==> src/rtl/exec_issue_ctrl_pkg.sv <==
// ---------------------------------------------------------------------------
// exec_issue_ctrl_pkg
//   Shared definitions for the SIMD execute-unit front-end sequencer:
//   - OP_SEL_WIDTH : width of the PE operation selector
//   - dot_ctrl_e   : dot-product accumulator control encoding
//   - state_e      : sequencer FSM states
//   - sat_beats    : clamps a requested beat count to the supported maximum
// ---------------------------------------------------------------------------
package exec_issue_ctrl_pkg;

  localparam int OP_SEL_WIDTH = 3;

  // DOT_LOAD clears the accumulator and accumulates the current beat in one go.
  typedef enum logic [1:0] {
    DOT_NOP  = 2'b00,
    DOT_CLR  = 2'b01,
    DOT_ACC  = 2'b10,
    DOT_LOAD = 2'b11
  } dot_ctrl_e;

  typedef enum logic [1:0] {
    ST_IDLE  = 2'd0,
    ST_ISSUE = 2'd1,
    ST_WAIT  = 2'd2,
    ST_RESP  = 2'd3
  } state_e;

  function automatic int unsigned sat_beats(input int unsigned req,
                                            input int unsigned max_beats);
    return (req > max_beats) ? max_beats : req;
  endfunction

endpackage

==> src/rtl/exec_issue_ctrl.sv <==
// ---------------------------------------------------------------------------
// exec_issue_ctrl
//   Front-end sequencer for the SIMD execute unit. Accepts one vector command,
//   pulls operand beats, presents them to the execute unit together with
//   exe_half_clk / exe_pe_op / exe_dot_ctrl, and captures the elementwise or
//   dot-product result into a backpressured result port.
//
// Ports
//   clk, rstn                 clock, synchronous active-low reset
//   cmd_valid/cmd_ready       command handshake (cmd_op, cmd_dot, cmd_beats)
//   opd_valid/opd_ready       operand beat handshake (opd_a, opd_b)
//   exe_a, exe_b, exe_pe_op   operand vectors and operation to execute unit
//   exe_dot_ctrl              accumulator control (NOP/CLR/ACC/LOAD)
//   exe_half_clk              free-running half-rate phase to execute unit
//   exe_elem_out, exe_dot_out results returned by the execute unit
//   res_valid/res_ready       result handshake (res_data, res_is_dot)
//   busy                      a command is in progress
// ---------------------------------------------------------------------------
module exec_issue_ctrl
  import exec_issue_ctrl_pkg::*;
#(
  parameter int PE_COUNT   = 4,
  parameter int DATA_WIDTH = 32,
  parameter int MAX_BEATS  = 16,
  parameter int DOT_LAT    = 2
) (
  input  logic                               clk,
  input  logic                               rstn,
  // command port
  input  logic                               cmd_valid,
  output logic                               cmd_ready,
  input  logic [OP_SEL_WIDTH-1:0]            cmd_op,
  input  logic                               cmd_dot,
  input  logic [$clog2(MAX_BEATS+1)-1:0]     cmd_beats,
  // operand stream
  input  logic                               opd_valid,
  output logic                               opd_ready,
  input  logic [PE_COUNT*DATA_WIDTH-1:0]     opd_a,
  input  logic [PE_COUNT*DATA_WIDTH-1:0]     opd_b,
  // execute unit interface
  output logic [PE_COUNT*DATA_WIDTH-1:0]     exe_a,
  output logic [PE_COUNT*DATA_WIDTH-1:0]     exe_b,
  output logic [OP_SEL_WIDTH-1:0]            exe_pe_op,
  output logic [1:0]                         exe_dot_ctrl,
  output logic                               exe_half_clk,
  input  logic [PE_COUNT*DATA_WIDTH-1:0]     exe_elem_out,
  input  logic [PE_COUNT*DATA_WIDTH-1:0]     exe_dot_out,
  // result port
  output logic                               res_valid,
  input  logic                               res_ready,
  output logic [PE_COUNT*DATA_WIDTH-1:0]     res_data,
  output logic                               res_is_dot,
  output logic                               busy
);

  localparam int VEC_W  = PE_COUNT * DATA_WIDTH;
  localparam int BEAT_W = $clog2(MAX_BEATS + 1);
  // Holds 0..DOT_LAT+1 so the wait counter never wraps before capture.
  localparam int LAT_W  = $clog2(DOT_LAT + 2);

  state_e              state_q, state_d;
  logic                half_clk_q;
  logic [OP_SEL_WIDTH-1:0] op_q;
  logic                dot_q;
  logic                first_q;
  logic [BEAT_W-1:0]   cnt_q, cnt_d;
  logic [LAT_W-1:0]    lat_q, lat_d;
  dot_ctrl_e           dot_ctrl_q, dot_ctrl_d;
  logic [VEC_W-1:0]    exe_a_q, exe_b_q;
  logic [OP_SEL_WIDTH-1:0] exe_op_q;
  logic                res_valid_q;
  logic [VEC_W-1:0]    res_data_q;
  logic                res_is_dot_q;

  logic                cmd_hs, opd_hs, res_hs;
  logic                last_beat;
  logic                capture;

  // Ready outputs are gated by rstn so every output reads 0 while reset is held.
  assign cmd_ready = rstn && (state_q == ST_IDLE);
  // Operands are only taken in half_clk=0 cycles so each beat is presented to
  // the execute unit in the following half_clk=1 cycle.
  assign opd_ready = rstn && (state_q == ST_ISSUE) && !half_clk_q;

  assign cmd_hs    = cmd_valid && cmd_ready;
  assign opd_hs    = opd_valid && opd_ready;
  assign res_hs    = res_valid_q && res_ready;
  assign last_beat = (cnt_q == '0);

  // Elementwise: the registered result is valid one cycle after the beat's C1.
  // Dot: only the last beat produces a result, DOT_LAT cycles after its C1.
  assign capture = (state_q == ST_WAIT) &&
                   (dot_q ? (last_beat && (lat_q == LAT_W'(DOT_LAT)))
                          : (lat_q == LAT_W'(1)));

  // ---- next-state / control decode ----
  always_comb begin
    state_d    = state_q;
    cnt_d      = cnt_q;
    lat_d      = '0;
    dot_ctrl_d = DOT_NOP;
    unique case (state_q)
      ST_IDLE: begin
        if (cmd_hs) begin
          cnt_d = BEAT_W'(sat_beats(32'(cmd_beats), MAX_BEATS));
          if (cmd_beats != '0) state_d = ST_ISSUE;
        end
      end
      ST_ISSUE: begin
        if (opd_hs) begin
          cnt_d   = cnt_q - 1'b1;
          state_d = ST_WAIT;
          if (dot_q) dot_ctrl_d = first_q ? DOT_LOAD : DOT_ACC;
        end
      end
      ST_WAIT: begin
        lat_d = lat_q + 1'b1;
        // Intermediate dot beats need no result, so the next operand can be
        // taken right after C1.
        if (dot_q && !last_beat) state_d = ST_ISSUE;
        else if (capture)        state_d = ST_RESP;
      end
      ST_RESP: begin
        if (res_hs) state_d = last_beat ? ST_IDLE : ST_ISSUE;
      end
      default: state_d = ST_IDLE;
    endcase
  end

  // ---- state register ----
  always_ff @(posedge clk) begin
    if (!rstn) state_q <= ST_IDLE;
    else       state_q <= state_d;
  end

  // ---- datapath and control registers ----
  always_ff @(posedge clk) begin
    if (!rstn) begin
      half_clk_q   <= 1'b0;
      op_q         <= '0;
      dot_q        <= 1'b0;
      first_q      <= 1'b0;
      cnt_q        <= '0;
      lat_q        <= '0;
      dot_ctrl_q   <= DOT_NOP;
      exe_a_q      <= '0;
      exe_b_q      <= '0;
      exe_op_q     <= '0;
      res_valid_q  <= 1'b0;
      res_data_q   <= '0;
      res_is_dot_q <= 1'b0;
    end else begin
      half_clk_q <= ~half_clk_q;
      cnt_q      <= cnt_d;
      lat_q      <= lat_d;
      dot_ctrl_q <= dot_ctrl_d;

      if (cmd_hs) begin
        op_q    <= cmd_op;
        dot_q   <= cmd_dot;
        first_q <= 1'b1;
      end

      if (opd_hs) begin
        exe_a_q  <= opd_a;
        exe_b_q  <= opd_b;
        exe_op_q <= op_q;
        first_q  <= 1'b0;
      end

      if (capture) begin
        res_valid_q  <= 1'b1;
        res_data_q   <= dot_q ? exe_dot_out : exe_elem_out;
        res_is_dot_q <= dot_q;
      end else if (res_hs) begin
        res_valid_q  <= 1'b0;
      end
    end
  end

  assign exe_a        = exe_a_q;
  assign exe_b        = exe_b_q;
  assign exe_pe_op    = exe_op_q;
  assign exe_dot_ctrl = dot_ctrl_q;
  assign exe_half_clk = half_clk_q;
  assign res_valid    = res_valid_q;
  assign res_data     = res_data_q;
  assign res_is_dot   = res_is_dot_q;
  assign busy         = (state_q != ST_IDLE);

endmodule

==> config.mk <==
export PLATFORM = sky130hd
export DESIGN_NAME = exec_issue_ctrl
export DESIGN_NICKNAME = d
export VERILOG_FILES = /design/src/rtl/exec_issue_ctrl_pkg.sv /design/src/rtl/exec_issue_ctrl.sv
export SDC_FILE = /design/constraint.sdc
export NUM_CORES = 1
export LEC_CHECK = 0
export ABC_CLOCK_PERIOD_IN_PS = 5000
export CAP_MARGIN = 30
export CORE_AREA = 4 4 357 359
export CTS_BUF_LIST = sky130_fd_sc_hd__clkbuf_4 sky130_fd_sc_hd__clkbuf_8
export CTS_CLUSTER_DIAMETER = 60
export DETAILED_ROUTE_END_ITERATION = 16
export DIE_AREA = 0 0 361 363
export GPL_TIMING_DRIVEN = 0
export PLACE_DENSITY = 0.45
export SYNTH_ARGS = -nofsm -noshare
export SYNTH_HDL_FRONTEND = slang
export SYNTH_SLANG_ARGS = --single-unit
==> constraint.sdc <==
create_clock -name clk -period 5 [get_ports clk]
set_input_delay 1.5 -clock clk [delete_from_list [all_inputs] [get_ports clk]]
set_output_delay 1.5 -clock clk [all_outputs]
set_load 0.02 [all_outputs]
==> reports/qor.yml <==
status: "complete, no violations"
cts_root_buffer: "sky130_fd_sc_hd__clkbuf_8"
proportion_of_total_power_due_to_net_switching: 0.270
layout.filler_cells: 13500
synth_top_cell_area_share: 0.512
pwr-share-comb: 0.143
r2r_setup_slack_ns: 2.51
leakage_nw: 9.52
synth_warnings: 0
clk_pin_slew_ns: 0.05
cp-start-kind: "primary input"
y_dimension_of_the_die_um: 363
final-max-slew-violation-count: 0
global_route_wire_length_before_repair_mm: 133
finalSetupViolations: 0
commonest_cells_in_the_synthesized_netlist: "sky130_fd_sc_hd__nand2_1, sky130_fd_sc_hd__dfxtp_1, sky130_fd_sc_hd__a21oi_1"
num-nets-final: 3357
post_synthesis_area_per_instance_um2: 8.79
number_of_register_bits_inferred_by_synthesis: 406
die-width_um: 361
timing.final.crit_share: 0.949
clock_sink_count: 406
post-route-drc-count: 0
timing.max_slew.rel_slack: 0.359
critPathRequiredTime_ns: 3.50
synth_cell_types: 43
path_max_fanout: 10
ant_nets: 0
post_synth_main_area_contributors: "sky130_fd_sc_hd__dfxtp_1, sky130_fd_sc_hd__nand2_1, sky130_fd_sc_hd__a21oi_1"
port_buffers: 920
count_of_max_cap_constraint_violations: 0
clock-skew-final_ns: 0.0377
hpwlAfterDp_mm: 80.8
setup.worst_path.class: "in2out"
pre_cts_slack_ns: -0.0213
design.portCount: 921
tns_ns: 0
placement_rows: 129
cts_resized: 1
grt_overflow: 0
dieArea_mm2: 0.131
core_mm2: 0.124
detail_route.first_pass.iterations: 7
synthMostInstantiatedCell: "sky130_fd_sc_hd__nand2_1"
synthToLayoutAreaGrowth_pct: 83.6
clock_latency_late_sink_ns: 0.75
cts_buffer_depth: 3
synth.largest_area_cell: "sky130_fd_sc_hd__dfxtp_1"
syn-num-nets: 2338
worst-slew-pin-transition_ns: 0.961
starting_utilization_of_the_core_area: 0.128
post_drt_wl_per_cell_um: 21.6
gp_congestion: 0.838
number_of_buffers_created_by_cts: 85
dr_total_vias: 16700
count_of_flip_flops_with_a_built_in_enable_after_synthesis: 0
synth_area_mm2: 0.0159
fmaxAchievable_mhz: 211
async_flop_share: 0
power_density_mw_per_mm2: 285
drive_above_1_share: 0.118
via_per_inst: 3.67
switching_power_total_mw: 2.25
timing.critical_path.to_type: "output pin"
cts_post_setup_buffers_inserted: 0
ir_worst_vdd_mv: 0.177
final.setup.worst_slack_ns: 0.256
maximum_number_of_pins_on_one_net_before_global_route_repair: 14
seq_power_share: 0.402
total_grt_usage: 0.143
hold_path_class: "reg2reg"
cp.arrival_ns: 3.24
initial_antenna_violation_count: 19
intPower_mw: 6.08
clock_tree_from_tritoncts: "yes"
routed_wl_mm: 98.2
starting_drc_count_in_detailed_routing: 802
cts_hold_repair.buffers: 0
power_frac_clock: 0.455
grt_setup_unrepaired: "false"
dominantRegCellSynth: "sky130_fd_sc_hd__dfxtp_1"
htree_num_levels: 3
synth-seq-area-share: 0.512
gate_count_after_technology_mapping: 1808
first_global_vias: 17400
timing.final.hold_violations: 0
final_critical_period_ns: 4.74
logic make-up after synthesis:
group | Yosys count | synth area share
buf+inv | 156 | 0.0476
flops | 406 | 0.512
fa+ha+maj | 4 | 0.00315
compound gates | 415 | 0.185
mux | 129 | 0.0813
xor+xnor | 1 | 0.000551
simple gates | 697 | 0.171
layer usage:
layer  part of all wire  global-route usage  routed length (µm)  vias up
li1                   -                   -                   -     8150
met1               0.39               0.158               38500     7721
met2               0.48               0.246               47500      664
met3              0.099              0.0664                9690      126
met4              0.025              0.0442                2500        4
met5            0.00029                   0                  28        -
sequential cells by signal, summed over array words and instances (netlist names):
signal	cells
exe_a	128
exe_b	128
res_data	128
cnt_q	5
exe_pe_op	3
op_q	3
exe_dot_ctrl	2
lat_q	2
state_q	2
dot_q	1
exe_half_clk	1
first_q	1
res_is_dot	1
res_valid	1
cells in the final DEF (no fill, tap or decap), types with 4 or more instances in the layout:
cell type                         count
sky130_fd_sc_hd__clkbuf_1            73
sky130_fd_sc_hd__nor2_1             139
sky130_fd_sc_hd__mux2i_1            129
sky130_fd_sc_hd__dfxtp_1            406
sky130_fd_sc_hd__a211oi_1            29
sky130_fd_sc_hd__buf_8               11
sky130_fd_sc_hd__a211oi_2           100
sky130_fd_sc_hd__o21ai_0              9
sky130_fd_sc_hd__diode_2             16
sky130_fd_sc_hd__clkinvlp_4           4
sky130_fd_sc_hd__clkbuf_4            35
sky130_fd_sc_hd__buf_6                8
sky130_fd_sc_hd__ha_1                 4
sky130_fd_sc_hd__buf_2               55
sky130_fd_sc_hd__clkdlybuf4s50_1    920
sky130_fd_sc_hd__inv_1                7
sky130_fd_sc_hd__clkbuf_8            98
sky130_fd_sc_hd__nand2_1            535
sky130_fd_sc_hd__buf_4               11
sky130_fd_sc_hd__a21oi_1            267
critical path: stages:
cell                              delay (ns)
sky130_fd_sc_hd__clkdlybuf4s50_1        0.47
sky130_fd_sc_hd__buf_4                  0.26
sky130_fd_sc_hd__nor3b_1                0.30
sky130_fd_sc_hd__clkdlybuf4s50_1        0.71
area by class of cell:
| cell class | instances | area, µm² | area share |
|---|---|---|---|
| Antenna cell | 16 | 40.0 | 0.00137 |
| Buffer | 148 | 729 | 0.0250 |
| Clock buffer | 133 | 1610 | 0.0553 |
| Clock inverter | 14 | 178 | 0.00609 |
| Inverter | 8 | 30.0 | 0.00103 |
| Multi-Input combinational cell | 1246 | 7000 | 0.240 |
| Sequential cell | 406 | 8130 | 0.279 |
| Tap cell | 1637 | 2050 | 0.0702 |
| Timing Repair Buffer | 932 | 9400 | 0.322 |
worst paths after layout:
check | start | to | cells after the start
worst max-delay path | rstn | cmd_ready | 4
worst min-delay path | lat_q[0] | lat_q[0] | 1
worst max register to register | exe_half_clk | exe_pe_op[0] | 7
worst min register to register | lat_q[0] | lat_q[0] | 1
power groups by stage:
| stage | clock, mW | sequential, mW | combinational (mW) |
|---|---|---|---|
| after floorplan | 0 | 3.47 | 0.360 |
| after CTS | 3.98 | 3.34 | 1.22 |
| after global routing | 4.11 | 3.35 | 1.28 |
| after detailed placement | 0 | 3.41 | 1.21 |
| after global placement | 0 | 3.41 | 1.20 |
| final | 3.79 | 3.34 | 1.19 |
stage by stage:
step / util / instance area, µm² / instances / hold WS (ns) / power (mW)
2_1_floorplan: - / 15900 / 1808 / 0.417 / 3.83
3_3_place_gp: 0.219 / 27100 / 4365 / 0.437 / 4.61
3_5_place_dp: 0.221 / 27300 / 4375 / 0.445 / 4.62
4_1_cts: 0.235 / 29100 / 4522 / 0.452 / 8.54
5_1_grt: 0.235 / 29100 / 4534 / 0.467 / 8.73
6_report: 0.236 / 29200 / 4540 / 0.449 / 8.33
No activity file was read; power rests on OpenSTA's default activity.
